$ cat src/rtl/alu_pkg.sv
// Shared opcodes, widths, FSM states and command payload for the ALU issue queue.
package alu_pkg;

    localparam int unsigned OP_W    = 2;
    localparam int unsigned DATA_W  = 4;
    localparam int unsigned SHIFT_W = 2;

    localparam logic [OP_W-1:0] OP_SRA = 2'd0;
    localparam logic [OP_W-1:0] OP_SRL = 2'd1;
    localparam logic [OP_W-1:0] OP_SUB = 2'd2;
    localparam logic [OP_W-1:0] OP_ADD = 2'd3;

    typedef enum logic [1:0] {
        IDLE = 2'd0,
        EXEC = 2'd1,
        HOLD = 2'd2
    } state_t;

    typedef struct packed {
        logic [OP_W-1:0]    op;
        logic [DATA_W-1:0]  a;
        logic [DATA_W-1:0]  b;
        logic [SHIFT_W-1:0] c;
    } cmd_t;

endpackage

$ cat src/rtl/cmd_fifo.sv
// Command FIFO: power-of-two depth, registered count/full/empty, no write-to-read bypass.
module cmd_fifo
    import alu_pkg::*;
#(
    parameter  int unsigned DEPTH = 4,
    localparam int unsigned PTR_W = $clog2(DEPTH),
    localparam int unsigned CNT_W = $clog2(DEPTH + 1)
) (
    input  logic             clk,
    input  logic             rst_n,
    input  logic             push,
    input  cmd_t             push_data,
    input  logic             pop,
    output cmd_t             head_c,
    output logic             full,
    output logic             empty,
    output logic [CNT_W-1:0] count
);

    cmd_t             mem [DEPTH];
    logic [PTR_W-1:0] wr_ptr;
    logic [PTR_W-1:0] rd_ptr;
    logic [CNT_W-1:0] count_next;
    logic             do_push;
    logic             do_pop;

    // Full is registered, so a full FIFO refuses a push even while popping.
    assign do_push = push && !full;
    assign do_pop  = pop && !empty;

    always_comb begin
        count_next = count;
        if (do_push && !do_pop) begin
            count_next = count + CNT_W'(1);
        end else if (!do_push && do_pop) begin
            count_next = count - CNT_W'(1);
        end
    end

    always_ff @(posedge clk or negedge rst_n) begin
        if (!rst_n) begin
            wr_ptr <= '0;
            rd_ptr <= '0;
            count  <= '0;
            full   <= 1'b0;
            empty  <= 1'b1;
        end else begin
            if (do_push) wr_ptr <= wr_ptr + PTR_W'(1);
            if (do_pop)  rd_ptr <= rd_ptr + PTR_W'(1);
            count <= count_next;
            full  <= (count_next == CNT_W'(DEPTH));
            empty <= (count_next == '0);
        end
    end

    always_ff @(posedge clk) begin
        if (do_push) mem[wr_ptr] <= push_data;
    end

    assign head_c = mem[rd_ptr];

endmodule

$ cat src/rtl/alu_issue_queue.sv
// Queues ALU commands, issues them one at a time to an external combinational ALU
// and holds each result until the consumer takes it.
module alu_issue_queue
    import alu_pkg::*;
#(
    parameter  int unsigned DEPTH = 4,
    localparam int unsigned CNT_W = $clog2(DEPTH + 1)
) (
    input  logic               clk,
    input  logic               rst_n,
    input  logic               in_valid,
    output logic               in_ready,
    input  logic [OP_W-1:0]    in_op,
    input  logic [DATA_W-1:0]  in_a,
    input  logic [DATA_W-1:0]  in_b,
    input  logic [SHIFT_W-1:0] in_c,
    output logic [OP_W-1:0]    alu_op,
    output logic [DATA_W-1:0]  alu_a,
    output logic [DATA_W-1:0]  alu_b,
    output logic [SHIFT_W-1:0] alu_c,
    input  logic [DATA_W-1:0]  alu_ans,
    output logic               out_valid,
    input  logic               out_ready,
    output logic [DATA_W-1:0]  out_ans,
    output logic [OP_W-1:0]    out_op,
    output logic               out_zero,
    output logic [CNT_W-1:0]   count
);

    state_t state;
    state_t state_next;
    cmd_t   head_c;
    cmd_t   in_cmd;
    logic   full;
    logic   empty;
    logic   push;
    logic   issue;
    logic   capture;
    logic   retire;

    assign in_cmd   = '{op: in_op, a: in_a, b: in_b, c: in_c};
    assign in_ready = !full;
    assign push     = in_valid && in_ready;

    cmd_fifo #(
        .DEPTH (DEPTH)
    ) u_fifo (
        .clk       (clk),
        .rst_n     (rst_n),
        .push      (push),
        .push_data (in_cmd),
        .pop       (issue),
        .head_c    (head_c),
        .full      (full),
        .empty     (empty),
        .count     (count)
    );

    always_ff @(posedge clk or negedge rst_n) begin
        if (!rst_n) state <= IDLE;
        else        state <= state_next;
    end

    // Issue from IDLE or straight out of a HOLD handshake; EXEC always lasts one cycle.
    always_comb begin
        state_next = state;
        issue      = 1'b0;
        capture    = 1'b0;
        retire     = 1'b0;
        case (state)
            IDLE: begin
                if (!empty) begin
                    issue      = 1'b1;
                    state_next = EXEC;
                end
            end
            EXEC: begin
                capture    = 1'b1;
                state_next = HOLD;
            end
            HOLD: begin
                if (out_ready) begin
                    retire = 1'b1;
                    if (!empty) begin
                        issue      = 1'b1;
                        state_next = EXEC;
                    end else begin
                        state_next = IDLE;
                    end
                end
            end
            default: state_next = IDLE;
        endcase
    end

    always_ff @(posedge clk or negedge rst_n) begin
        if (!rst_n) begin
            alu_op    <= '0;
            alu_a     <= '0;
            alu_b     <= '0;
            alu_c     <= '0;
            out_valid <= 1'b0;
            out_ans   <= '0;
            out_op    <= '0;
            out_zero  <= 1'b0;
        end else begin
            if (issue) begin
                alu_op <= head_c.op;
                alu_a  <= head_c.a;
                alu_b  <= head_c.b;
                alu_c  <= head_c.c;
            end
            if (capture) begin
                out_valid <= 1'b1;
                out_ans   <= alu_ans;
                out_op    <= alu_op;
                out_zero  <= (alu_ans == '0);
            end else if (retire) begin
                out_valid <= 1'b0;
            end
        end
    end

endmodule

$ cat config.mk
export PLATFORM = sky130hd
export DESIGN_NAME = alu_issue_queue
export DESIGN_NICKNAME = d
export VERILOG_FILES = /design/src/rtl/alu_pkg.sv /design/src/rtl/cmd_fifo.sv /design/src/rtl/alu_issue_queue.sv
export SDC_FILE = /design/constraint.sdc
export NUM_CORES = 1
export LEC_CHECK = 0
export BUFFER_PORTS_ARGS = -buffer_cell sky130_fd_sc_hd__buf_2
export CAP_MARGIN = 15
export CORE_MARGIN = 10
export CORE_UTILIZATION = 56
export CTS_BUF_LIST = sky130_fd_sc_hd__clkbuf_8 sky130_fd_sc_hd__clkbuf_16
export DETAILED_ROUTE_END_ITERATION = 10
export HOLD_SLACK_MARGIN = 0.06
export PLACE_DENSITY = 0.78
export SLEW_MARGIN = 30
export SYNTH_ARGS = -nofsm -noshare
export SYNTH_HDL_FRONTEND = slang
export SYNTH_HIERARCHICAL = 1
export SYNTH_SLANG_ARGS = --single-unit
$ cat constraint.sdc
create_clock -name clk -period 2.3 [get_ports clk]
set_input_delay 0.345 -clock clk [delete_from_list [all_inputs] [get_ports clk]]
set_output_delay 0.345 -clock clk [all_outputs]
set_load 0.02 [all_outputs]
==> key figures <==
STA
  • Final Slew Violations: 0
  • Tmin final: 1720 ps
  • Setup tns final: 0 ps
  • Fmax achieved: 580 MHz
  • Clock Skew: 8.84 ps
  • Relative slew slack: 52.9%
  • Endpoints failing setup: 0
  • RSZ-0062 raised after global routing: no
  • Final hold violations: 0
  • Final period utilization: 74.9%
  • Slew of the pin with the lowest slew margin: 707 ps

Synth
  • XOR/XNOR Fraction of Synth Area: 1.89%
  • Post-synthesis compound-gate area fraction: 2.01%
  • Register area share after synthesis: 69.7%
  • Netlist cell types: 33
  • Largest family of logic cells by synthesized area: multiplexers
  • #FFs+latches synth: 79
  • Syn Area/Cell: 18.5 um^2
  • Warnings, synthesis: 6
  • Synthesized net count: 198
  • Synth Area in Simple Gates: 6.69%
  • Synth Area in Adders: 2.36%
  • Count of mapped cells out of synthesis: 172
  • Top cells by area, synth: edfxtp_1 (45%), dfrtp_1 (24%), mux4_2 (8.5%)
  • Post-Syn Area: 0.00318 mm^2
  • Yosys top cell by area: edfxtp_1
  • Post-synthesis mux area share: 14.9%
  • Share of the synthesized area in the top cell type: 45.3%

GRT
  • First-pass GRT wire length: 8.60 mm
  • Met1 GRT Util: 15.9%
  • Total track usage: 12.5%
  • Vias in the first global route: 1707
  • Total congestion overflow: 0
  • GR peak layer: met2
  • GRT met3 Usage: 4.08%
  • Largest net degree at the start of global routing: 32
  • Antenna violations before repair: 0
  • Met2 Usage GRT: 19.1%

Setup path
  • CP Max Fanout: 5
  • Crit start category: flip-flop
  • Reg2Reg Setup Slack: 580 ps
  • Req. time, crit path: 2580 ps
  • Worst Path Arrival: 2000 ps
  • Crit end category: flip-flop
  • Worst R2R End: u_fifo/empty$_DFF_PN1_
  • Reg2Reg Depth: 6
  • R2r startpoint: state[1]$_DFFE_PN0P_
  • Critical path class: flip-flop to flip-flop

Flow run
  • Max Cap Viol: 0

Floorplan
  • Core area: 0.00551 mm^2
  • Die ar.: 0.00909 mm^2
  • Starting Density: 57.8%
  • Die X-Extent: 95.4 um
  • Die Y: 95.4 um
  • IO Pins: 44
  • Site Rows: 27

Route
  • Drt wl/cell: 17.2 um
  • Vias: 1606
  • Pre-Repair DR Iteration Count: 6
  • Avg Vias per Cell: 5.30
  • 1st-iter DRT viols: 86
  • Wirelength, routed: 5.21 mm
  • DRC Markers: 0
  • Routed Antenna Nets: 0

Layout
  • ANT cells: 0
  • Nets@finish: 252
  • Layout area overhead: 16.1%
  • # fillers: 393
  • Share of layout cells above drive strength 1: 45.0%
  • Util after Layout: 67.0%

Clock network
  • Cts repair resizes: 0
  • Clk_lat worst skew: 340 ps
  • H-tree depth: 3
  • CTS clk-pin slew, worst paths: 80 ps
  • CTS root buf: clkbuf_8
  • Inserted Clock Buffers: 9
  • CTS tree: done
  • Max Root-Sink Buffers: 2
  • Post-CTS Hold Fix Bufs: 0
  • Post-CTS setup buffers: 0
  • Clock sink total: 79

Pwr
  • Maximum VDD drop: 0.000747 V
  • Static Leak: 1.47 nW
  • PD cells: 1450 mW/mm^2

Status
  • Outcome: complete, no violations

Place
  • RePlAce Congestion: 0.754
  • Port buffer count: 43
  • DP HPWL: 3.63 mm

Min path
  • Hold Path Class: input port to async pin
==> kinds of logic after synthesis <==
logic type / count (synthesis)
multiplexers: 30
AND/OR/NAND/NOR: 30
AO/OA/AOI/OAI: 9
XOR/XNOR: 6
flip-flops: 79
buffers and inverters: 12
adder cells (fa/ha/maj): 6
==> final cells by class <==
class | count | area (um^2) | area share [%]
Clock buffer | 10 | 138 | 3.73
Clock inverter | 6 | 77.6 | 2.10
Inverter | 6 | 22.5 | 0.610
Multi-Input combinational cell | 81 | 885 | 24.0
Sequential cell | 79 | 2220 | 60.1
Tap cell | 72 | 90.1 | 2.44
Timing Repair Buffer | 49 | 260 | 7.05
==> cell usage after synthesis <==
library cell,count
dfstp_2,1
nor4_1,1
a21oi_1,2
o21ai_0,3
edfxtp_1,48
or4_1,1
o21ba_1,1
mux2_2,18
nor2b_4,2
nand2b_1,3
nor3_2,2
ha_1,6
xnor2_2,1
nor3b_2,1
nor2b_1,1
nor3b_1,1
a221oi_1,1
or2b_4,1
nand3b_1,1
buf_6,4
nor2_1,4
inv_2,1
a211oi_2,1
dfrtp_1,30
buf_2,2
mux4_2,12
a21boi_0,1
nand2_1,5
nor3_1,2
nor3b_4,1
inv_1,5
and2_1,4
xnor2_1,5
==> worst max path at each step <==
stage                     slack (ps)  cells past startpoint             startpoint                    endpoint
final                            580                      6   state[1]$_DFFE_PN0P_      u_fifo/empty$_DFF_PN1_
after global routing             440                      4  u_fifo/full$_DFF_PN0_  u_fifo/mem[3][8]$_DFFE_PP_
after CTS                        580                      4  u_fifo/full$_DFF_PN0_  u_fifo/mem[0][9]$_DFFE_PP_
after detailed placement         540                      7              out_ready      u_fifo/empty$_DFF_PN1_
after global placement           590                      7              out_ready      u_fifo/empty$_DFF_PN1_
after floorplan                  600                      7   state[1]$_DFFE_PN0P_      u_fifo/empty$_DFF_PN1_
==> through the flow <==
step                total power [mW]  worst slack (ps)  hold slack [ps]  instances  instance area [um^2]
floorplan                       3.80               597             49.4        172                  3180
global placement                4.26               586              435        287                  3480
detailed placement              4.32               543              435        287                  3480
CTS                             5.41               577             64.3        303                  3690
global route                    5.68               444             87.5        303                  3690
finish                          5.34               577             49.6        303                  3690
==> registers in the layout, summed over array words and instances, names as in the netlist <==
register	flops
u_fifo/rd_ptr	2
out_zero	1
out_op	2
alu_b	4
state	2
u_fifo/mem	48
out_ans	4
u_fifo/count	3
u_fifo/wr_ptr	2
alu_op	2
out_valid	1
u_fifo/empty	1
alu_c	2
u_fifo/full	1
alu_a	4
==> cell usage in the layout (no fill, tap or decap), types with 4 or more instances in the layout <==
cell,netlist,final
ha_1,6,6
and2_1,4,4
xnor2_1,5,5
buf_4,0,6
inv_1,5,7
clkbuf_8,0,10
mux4_2,12,12
mux2_2,18,18
dfrtp_1,30,30
nor2_1,4,4
nand2_1,5,5
buf_2,2,43
edfxtp_1,48,48
==> critical path: stages, from the launching register on <==
cell	delay [ps]
dfrtp_1	410
nand2b_1	120
nor3b_4	300
or2b_4	340
nor3_2	200
a211oi_2	80
o21ba_1	230
==> power by group <==
part           switching (mW)  internal [mW]
clock network           0.452          0.629
logic                    1.03          0.983
registers               0.272           1.97
total                    1.76           3.58
==> layer usage <==
layer | vias up | wire (um) | share of wire (%)
li1 | 753 | - | -
met1 | 813 | 2360 | 45
met2 | 34 | 2470 | 47
met3 | 6 | 316 | 6.1
met4 | 0 | 57 | 1.1
met5 | - | 0 | 0
Power figures use the tool's default switching activity.
